==> config.mk <==
export PLATFORM = sky130hd
export DESIGN_NAME = status_reporter
export DESIGN_NICKNAME = d
export VERILOG_FILES = /design/src/rtl/status_reporter.sv
export SDC_FILE = /design/constraint.sdc
export NUM_CORES = 1
export LEC_CHECK = 0
export CORE_MARGIN = 1.5
export CORE_UTILIZATION = 30
export CTS_BUF_LIST = sky130_fd_sc_hd__clkbuf_4
export DETAILED_ROUTE_END_ITERATION = 8
export GPL_TIMING_DRIVEN = 0
export MAX_ROUTING_LAYER = met4
export RECOVER_POWER = 50
export SLEW_MARGIN = 30
export SYNTH_ARGS = -nofsm -noshare
export SYNTH_HDL_FRONTEND = slang
export SYNTH_SLANG_ARGS = --single-unit
==> constraint.sdc <==
create_clock -name clk -period 2.95 [get_ports clk]
set_input_delay 0.7375 -clock clk [delete_from_list [all_inputs] [get_ports clk]]
set_output_delay 0.7375 -clock clk [all_outputs]
set_load 0.1 [all_outputs]
==> src/rtl/status_reporter.sv <==
// status_reporter: watches a status vector and reports it as an ASCII line
// "L:" + STATUS_W chars '0'/'1' (MSB first) + CR + LF on a valid/ready byte
// stream feeding a UART transmitter.
//
// Ports:
//   clk       in   system clock, rising edge
//   reset     in   asynchronous active-low reset
//   status    in   STATUS_W-bit vector to report (synchronous to clk)
//   query     in   single-cycle report request
//   tx_data   out  byte to the transmitter
//   tx_valid  out  tx_data holds a valid byte
//   tx_ready  in   transmitter accepts; transfer on edge with tx_valid & tx_ready
//   busy      out  high while a frame is in progress
module status_reporter #(
  parameter int unsigned STATUS_W       = 5,
  parameter bit          SEND_ON_CHANGE = 1'b1
) (
  input  logic                clk,
  input  logic                reset,
  input  logic [STATUS_W-1:0] status,
  input  logic                query,
  output logic [7:0]          tx_data,
  output logic                tx_valid,
  input  logic                tx_ready,
  output logic                busy
);

  localparam int unsigned FRAME_LEN = STATUS_W + 4;
  localparam int unsigned IDX_W     = $clog2(FRAME_LEN);
  localparam logic [IDX_W-1:0] LAST_IDX = IDX_W'(FRAME_LEN - 1);

  typedef enum logic {StIdle, StSend} state_e;

  state_e              state_q, state_d;
  logic [STATUS_W-1:0] last_q, last_d;
  logic [STATUS_W-1:0] snap_q, snap_d;
  logic                pending_q, pending_d;
  logic [IDX_W-1:0]    idx_q, idx_d;
  logic [7:0]          tx_data_q, tx_data_d;
  logic                tx_valid_q, tx_valid_d;
  logic                busy_q, busy_d;
  logic                new_req;

  // Byte at position idx of the frame reporting snap.
  function automatic logic [7:0] frame_byte(input logic [IDX_W-1:0]    idx,
                                            input logic [STATUS_W-1:0] snap);
    logic [7:0] b;
    b = 8'h00;
    if (idx == '0) begin
      b = 8'h4C;
    end else if (idx == IDX_W'(1)) begin
      b = 8'h3A;
    end else if (idx == IDX_W'(STATUS_W + 2)) begin
      b = 8'h0D;
    end else if (idx == IDX_W'(STATUS_W + 3)) begin
      b = 8'h0A;
    end else begin
      // Character at idx reports bit STATUS_W+1-idx, so the MSB goes first.
      for (int unsigned i = 0; i < STATUS_W; i++) begin
        if (idx == IDX_W'(STATUS_W + 1 - i)) begin
          b = snap[i] ? 8'h31 : 8'h30;
        end
      end
    end
    return b;
  endfunction

  always_comb begin
    state_d    = state_q;
    snap_d     = snap_q;
    idx_d      = idx_q;
    tx_data_d  = tx_data_q;
    tx_valid_d = tx_valid_q;
    busy_d     = busy_q;
    last_d     = status;
    // A change and a query on the same edge merge into one request.
    new_req    = query | (SEND_ON_CHANGE && (status != last_q));
    pending_d  = pending_q | new_req;

    case (state_q)
      StIdle: begin
        if (pending_q) begin
          snap_d     = last_q;
          idx_d      = '0;
          tx_valid_d = 1'b1;
          tx_data_d  = 8'h4C;
          busy_d     = 1'b1;
          state_d    = StSend;
          // The request being served is consumed; only a fresh one survives.
          pending_d  = new_req;
        end
      end
      StSend: begin
        if (tx_ready) begin
          if (idx_q == LAST_IDX) begin
            tx_valid_d = 1'b0;
            busy_d     = 1'b0;
            state_d    = StIdle;
          end else begin
            idx_d     = idx_q + IDX_W'(1);
            tx_data_d = frame_byte(idx_q + IDX_W'(1), snap_q);
          end
        end
      end
      default: state_d = StIdle;
    endcase
  end

  always_ff @(posedge clk or negedge reset) begin
    if (!reset) begin
      state_q    <= StIdle;
      last_q     <= '0;
      snap_q     <= '0;
      pending_q  <= 1'b0;
      idx_q      <= '0;
      tx_data_q  <= 8'h00;
      tx_valid_q <= 1'b0;
      busy_q     <= 1'b0;
    end else begin
      state_q    <= state_d;
      last_q     <= last_d;
      snap_q     <= snap_d;
      pending_q  <= pending_d;
      idx_q      <= idx_d;
      tx_data_q  <= tx_data_d;
      tx_valid_q <= tx_valid_d;
      busy_q     <= busy_d;
    end
  end

  assign tx_data  = tx_data_q;
  assign tx_valid = tx_valid_q;
  assign busy     = busy_q;

endmodule
### Word-level counts from Yosys, hierarchy flattened

Index checks and enable logic that the tools add are counted.

| storage, ports and cells | value |
|---|---|
| register bits | 25 |
| word-level logic and storage cells | 61 |

| operators by class | value |
|---|---|
| add/sub/neg operators | 1 |
| equal/unequal tests | 14 |
| multiplexer cells | 32 |
| bitwise logic cells | 3 |
| reduce and logical (&&, ||, !) cells | 4 |

Operators by type and width:

| kind | count |
|---|---|
| 2-to-1 mux 8 bit | 11 |
| == test 4 x 3 -> 1 bit (second input constant) | 4 |
| case mux 8 bit (2 select lines) | 1 |
| 2-to-1 mux 1 bit | 13 |
| 2-to-1 mux 4 bit | 3 |
| == test 4 x 2 -> 1 bit (second input constant) | 2 |
| == test 4 bit (second input constant) | 2 |
| case mux 4 bit (2 select lines) | 1 |
| 2-to-1 mux 6 bit | 1 |
| != test 2 bit (second input constant) | 3 |
| AND reduction 3 bit | 2 |
| != test 5 bit | 1 |
| adder 4 x 1 -> 4 bit (second input constant) | 1 |
| == test 4 x 1 -> 1 bit (second input constant) | 1 |
| zero test 4 bit | 1 |
| case mux 1 bit (2 select lines) | 2 |
| != test 2 x 1 -> 1 bit (second input constant) | 1 |
| bitwise OR 1 bit | 2 |
| AND reduction 2 bit | 1 |
| inverter 1 bit | 1 |

### Logic depth before layout (Yosys ltp)

Gate-level depths: netlist of run 1.

| logic depth | value |
|---|---|
| depth after elaboration | 14 |
| gate-level depth with buffers | 7 |

### Worst setup path after synthesis of run 1

Ideal clock, no wire load.

| path | value |
|---|---|
| path type | register -> output |
| from | register, netlist name busy |
| to | output tx_valid |
| arrival | 1.356 ns |
| required time | 2.213 ns |
| slack | 0.856 ns |
| stages on the path, launching flop included | 2 |
| path buffers | 1 |
| path through | dfrtp_1 buf_4 |

RTL lines:

| item | RTL line | text |
|---|---|---|
| to (decl) | 23 | `output logic tx_valid,` |

==> results of run 1 <==
==> synthesized netlist by cell type, drive strengths merged, types with 2 or more instances <==
cell type / number / area, sq um
xnor2: 2 / 17.5
ha: 6 / 75.1
o31ai: 3 / 27.5
nand2: 30 / 113
dfrtp: 23 / 576
o21ai: 7 / 35.0
a31oi: 3 / 33.8
inv: 4 / 15.0
mux2i: 3 / 30.0
nor2b: 2 / 12.5
xor2: 6 / 60.1
nand3b: 3 / 35.0
nand2b: 2 / 12.5
buf: 7 / 55.1
nand3: 6 / 40.0
a21oi: 6 / 30.0
nor2: 12 / 45.0
==> power breakdown <==
group          switching (mW)  internal [mW]
registers              0.0993          0.418
logic                   0.776          0.383
clock network          0.0960         0.0620
total                   0.972          0.863
==> cells by family after synthesis <==
logic type	after synthesis	share of synthesized area, %
adders and majority gates	6	5.63
DFF	23	43.2
muxes	3	2.25
and+or+nand+nor	59	21.5
other	1	0.281
xor gates and xnor gates	8	5.82
AOI/OAI and AO/OA	28	15.8
buffers and inverters	12	5.54
==> layer usage <==
metal  wire (um)  vias to the layer above  global-route usage (%)
li1            -                      518                       -
met1        1240                      504                    14.3
met2        1270                       21                    19.9
met3          89                        4                    2.47
met4          13                        0                    2.14
met5           0                        -                       -
==> state kept, by name, summed over array words and instances, names as in the netlist <==
register / count
snap_q: 5
last_q: 5
idx_q: 4
busy: 1
state_q: 1
pending_q: 1
tx_data: 6
==> metrics by stage <==
step / power [mW] / instances
after global routing: 1.96 / 213
after CTS: 1.85 / 213
final: 1.84 / 213
after global placement: 1.66 / 209
after detailed placement: 1.69 / 209
after floorplan: 1.44 / 140
==> how the worst max path moves through the flow <==
stage,slack [ps],endpoint,startpoint
floorplan,860,tx_valid,busy
global placement,620,tx_valid,busy
detailed placement,590,tx_valid,busy
CTS,230,tx_valid,busy
global route,160,tx_valid,busy
finish,230,tx_valid,busy
==> critical path, stage by stage (launching register included) <==
cell and delay [ps]:
sky130_fd_sc_hd__dfrtp_1 420, sky130_fd_sc_hd__buf_4 130, sky130_fd_sc_hd__clkdlybuf4s50_1 1120
==> layout make-up <==
type | count | area, sq um
Tap cell | 52 | 65.1
Buffer | 8 | 58.8
Inverter | 4 | 15.0
Multi-Input combinational cell | 105 | 683
Fill cell | 452 | 2730
Sequential cell | 23 | 576
Clock buffer | 4 | 30.0
Timing Repair Buffer | 17 | 164
==> reports/qor.yml, run 1 <==
layout:
  layout.cells.most_common_list: "sky130_fd_sc_hd__nand2_1, sky130_fd_sc_hd__dfrtp_1, sky130_fd_sc_hd__nor2_1, sky130_fd_sc_hd__clkdlybuf4s50_1"
  syn_to_final_growth_pct: 19.4
  num-nets-final: 177
  layout.cell_area.non_filler_sq_um: 1590
  most_common_cell_after_layout_fill_and_taps_aside: "sky130_fd_sc_hd__nand2_1"
  num_antenna_cells: 0
  final_design_utilization_pct: 36.8
  fraction_of_final_layout_cells_with_drive_strength_greater_than_1_pct: 11.2
setup_path:
  r2r_end: "tx_data[0]"
  critical_path_class: "reg -> out"
  cp.required_ps: 2210
  timing.critical_path.from_type: "flop"
  regToRegSetupSlack_ps: 980
  r2r_start: "idx_q[0]"
  timing.critical_path.fanout_max: 4
  reg2reg_depth: 7
  crit_arrival_ps: 1980
  timing.critical_path.to_type: "output port"
synthesis:
  post_synth_instance_area_sq_um: 1330
  ys_seq_elements: 23
  synth.yosys.seq_area_share_pct: 43.2
  commonest_register_cell_after_synthesis: "sky130_fd_sc_hd__dfrtp_1"
  synth_nets: 155
  synth_edf_count: 0
  netlist_instances: 140
  yosysUniqueCellTypes: 40
  syn_avg_cell_area_sq_um: 9.52
  synth_warnings: 0
  synth-async-reset-ratio_pct: 100
die:
  placement_rows: 24
  floorplan.die_area_sq_um: 4850
  die_width_um: 69.6
  floorplan.core_area_sq_um: 4320
  die-height_um: 69.6
  io-pin-count: 19
  initial_utilization_pct: 30.8
routing:
  postRouteAntennaNets: 0
  remaining_drc_errors: 0
  route.detailed.wl_per_inst_um: 12.3
  drt_pre_antenna_iters: 4
  routed_via_density: 4.92
  drt_first_iter_violations: 32
  vias: 1047
  totalWireLength_mm: 2.61
grt:
  pin_count_of_the_biggest_net_entering_global_routing: 24
  antenna_violations_before_repair: 0
  track_usage_pct: 11.6
  grt_remaining_overflow: 0
  grt_pass1_wl_mm: 4.51
  first_global_vias: 1031
timing:
  tmin_final_ps: 2720
  hold_ws_ps: 483
  finClkSkew_ps: 3.43
  slew_headroom_pct: 16.6
  grt_setup_unrepaired: "false"
  timing.setup.tns_ps: 0
  tightestPinTransition_ps: 1250
  fin_crit_share_pct: 92.1
  layout_setup_ws_ps: 233
  setup_violations: 0
  hold_violations: 0
  max_freq_mhz: 368
  maxSlewViolCount: 0
place:
  dp_slack_ps: 587
  routabilityCongestion: 0.865
  placed_cell_area_sq_um: 1560
  numPortBuffers: 17
  dpl.hpwl_mm: 1.97
clocking:
  post_cts_buffers: 0
  clk_root_buffer_cell: "sky130_fd_sc_hd__clkbuf_4"
  clk_latency_ps: 310
  post_cts_hold_buffer_count: 0
  path_clk_slew_ps: 130
  clock_sink_count: 23
  max-clock-path-buffers: 2
  numCtsBuffers: 3
  htreeDepth: 1
  tritoncts: "done"
  cts_resized: 0
hold_path:
  holdCritStartpoint: "snap_q[4]"
  worstHoldEndpoint: "snap_q[4]"
  min-delay-path-class: "reg -> reg"
  worstHoldPathCells: 2
power:
  max-vdd-ir-drop_mv: 0.301
  power-per-cell-area_nw_per_um2: 1150
  p_leak_nw: 0.706
run_status:
  run_status: "complete, no violations"
job:
  maxCapViolCount: 0
(Power assumes the default switching activity.)
==> inputs of run 2 (changes only) <==
Settings changed: CORE_ASPECT_RATIO set to 0.7.
Clock period 2.95 ns to 2.5 ns, I/O delays scaled along.
==> reports/qor.yml, run 2 (synthesis gave the netlist of run 1 again) <==
clocking:
  clock_sink_count: 23
  clk_root_buffer_cell: "sky130_fd_sc_hd__clkbuf_4"
  post_cts_hold_buffer_count: 0
  tritoncts: "done"
  clk_latency_ps: 310
  numCtsBuffers: 3
  max-clock-path-buffers: 2
  htreeDepth: 1
  path_clk_slew_ps: 130
routing:
  drt_first_iter_violations: 73
  drt_pre_antenna_iters: 4
  remaining_drc_errors: 0
  routed_via_density: 4.74
  postRouteAntennaNets: 0
  vias: 1023
  route.detailed.wl_per_inst_um: 12.3
  totalWireLength_mm: 2.66
layout:
  layout.cells.most_common_list: "sky130_fd_sc_hd__nand2_1, sky130_fd_sc_hd__dfrtp_1, sky130_fd_sc_hd__nor2_1"
  num_antenna_cells: 0
  syn_to_final_growth_pct: 20.6
  most_common_cell_after_layout_fill_and_taps_aside: "sky130_fd_sc_hd__nand2_1"
  layout.filler_cells: 435
  fraction_of_final_layout_cells_with_drive_strength_greater_than_1_pct: 11.2
  num-nets-final: 177
  largest_register_ff_count: 6
die:
  floorplan.die_area_sq_um: 4860
  die_width_um: 82.7
  placement_rows: 20
  die-height_um: 58.8
  initial_utilization_pct: 31.0
  io-pin-count: 19
  floorplan.core_area_sq_um: 4300
hold_path:
  holdCritStartpoint: "snap_q[0]"
  min-delay-path-class: "reg -> reg"
timing:
  maxSlewViolCount: 0
  grt_setup_unrepaired: "false"
  slew_headroom_pct: 16.5
  tightestPinTransition_ps: 1250
  max_freq_mhz: 435
  fin_crit_share_pct: 91.9
  finClkSkew_ps: 7.98
  tmin_final_ps: 2300
  hold_violations: 0
  setup_violations: 0
  hold_ws_ps: 491
  timing.setup.tns_ps: 0
setup_path:
  startpoint: "busy"
  reg2reg_depth: 7
  r2r_start: "idx_q[0]"
  timing.critical_path.fanout_max: 4
  r2r_end: "tx_data[0]"
  critical_path_class: "reg -> out"
  regToRegSetupSlack_ps: 470
  cp.required_ps: 1880
  timing.critical_path.to: "tx_valid"
  timing.critical_path.to_type: "output port"
  timing.critical_path.from_type: "flop"
  crit_arrival_ps: 1670
grt:
  grt_pass1_wl_mm: 4.29
  pin_count_of_the_biggest_net_entering_global_routing: 24
  first_global_vias: 914
  grt_remaining_overflow: 0
  track_usage_pct: 12.1
  antenna_violations_before_repair: 0
run_status:
  run_status: "complete, no violations"
place:
  dpl.hpwl_mm: 2.02
  numPortBuffers: 17
  routabilityCongestion: 0.930
power:
  p_leak_nw: 0.779
  power-per-cell-area_nw_per_um2: 1350
  max-vdd-ir-drop_mv: 0.830
job:
  maxCapViolCount: 0
-- run 2: changes by cell type in the layout (fill, tap and decap cells not counted) --
cell	before	now
sky130_fd_sc_hd__clkdlybuf4s50_1	12	3
sky130_fd_sc_hd__dlymetal6s2s_1	0	6
sky130_fd_sc_hd__dlygate4sd2_1	0	3
-- run 2: critical path, cell delays in order (launching register included) --
cell and delay (ps):
sky130_fd_sc_hd__dfrtp_1 410, sky130_fd_sc_hd__buf_4 120, sky130_fd_sc_hd__dlygate4sd2_1 830
-- run 2: repair_timing --
item | CTS | global route
buffers inserted | 0 | 0
endpoints found under the hold margin | 0 | 0
endpoints found under the setup margin | 3 | 6
pin swaps | 0 | 0
gates resized for setup | 3 | 6
-- run 2: worst min-delay path by stage --
stage	to	cells past startpoint	slack, ps
after floorplan	busy	0	330
after global placement	snap_q[4]	2	460
after detailed placement	snap_q[1]	2	470
after CTS	idx_q[1]	1	280
after global routing	snap_q[1]	2	520
final	snap_q[0]	2	490
-- run 2: through the flow --
stage                     power (mW)  instances  area [sq um]  setup slack, ps  utilization, %
after detailed placement        2.00        212          1570              277            36.4
after CTS                       2.18        216          1590             11.1            37.0
after floorplan                 1.70        140          1330              519               -
after global routing            2.31        216          1610              123            37.3
after global placement          1.98        212          1570              281            36.5
final                           2.17        216          1610              203            37.3
-- run 2: where the power goes --
| part | switching [mW] | internal [mW] |
|---|---|---|
| Sequential | 0.113 | 0.493 |
| Clock | 0.115 | 0.0732 |
| Combinational | 0.934 | 0.437 |
| Total | 1.16 | 1.00 |
-- run 2: layout make-up --
class	count	area, sq um	share of cell area [%]
multi-input combinational	105	683	42.5
sequential	23	576	35.8
timing repair buffer	17	175	10.9
tap	55	68.8	4.28
buffer	8	58.8	3.66
clock buffer	4	30.0	1.87
inverter	4	15.0	0.935
-- run 2: layer usage --
metal	global-route usage, %	vias up	part of all wire, %
met5	-	-	0
met4	1.90	0	0.64
met3	3.26	6	5.1
met2	17.3	28	41
met1	17.3	474	53
li1	-	515	-
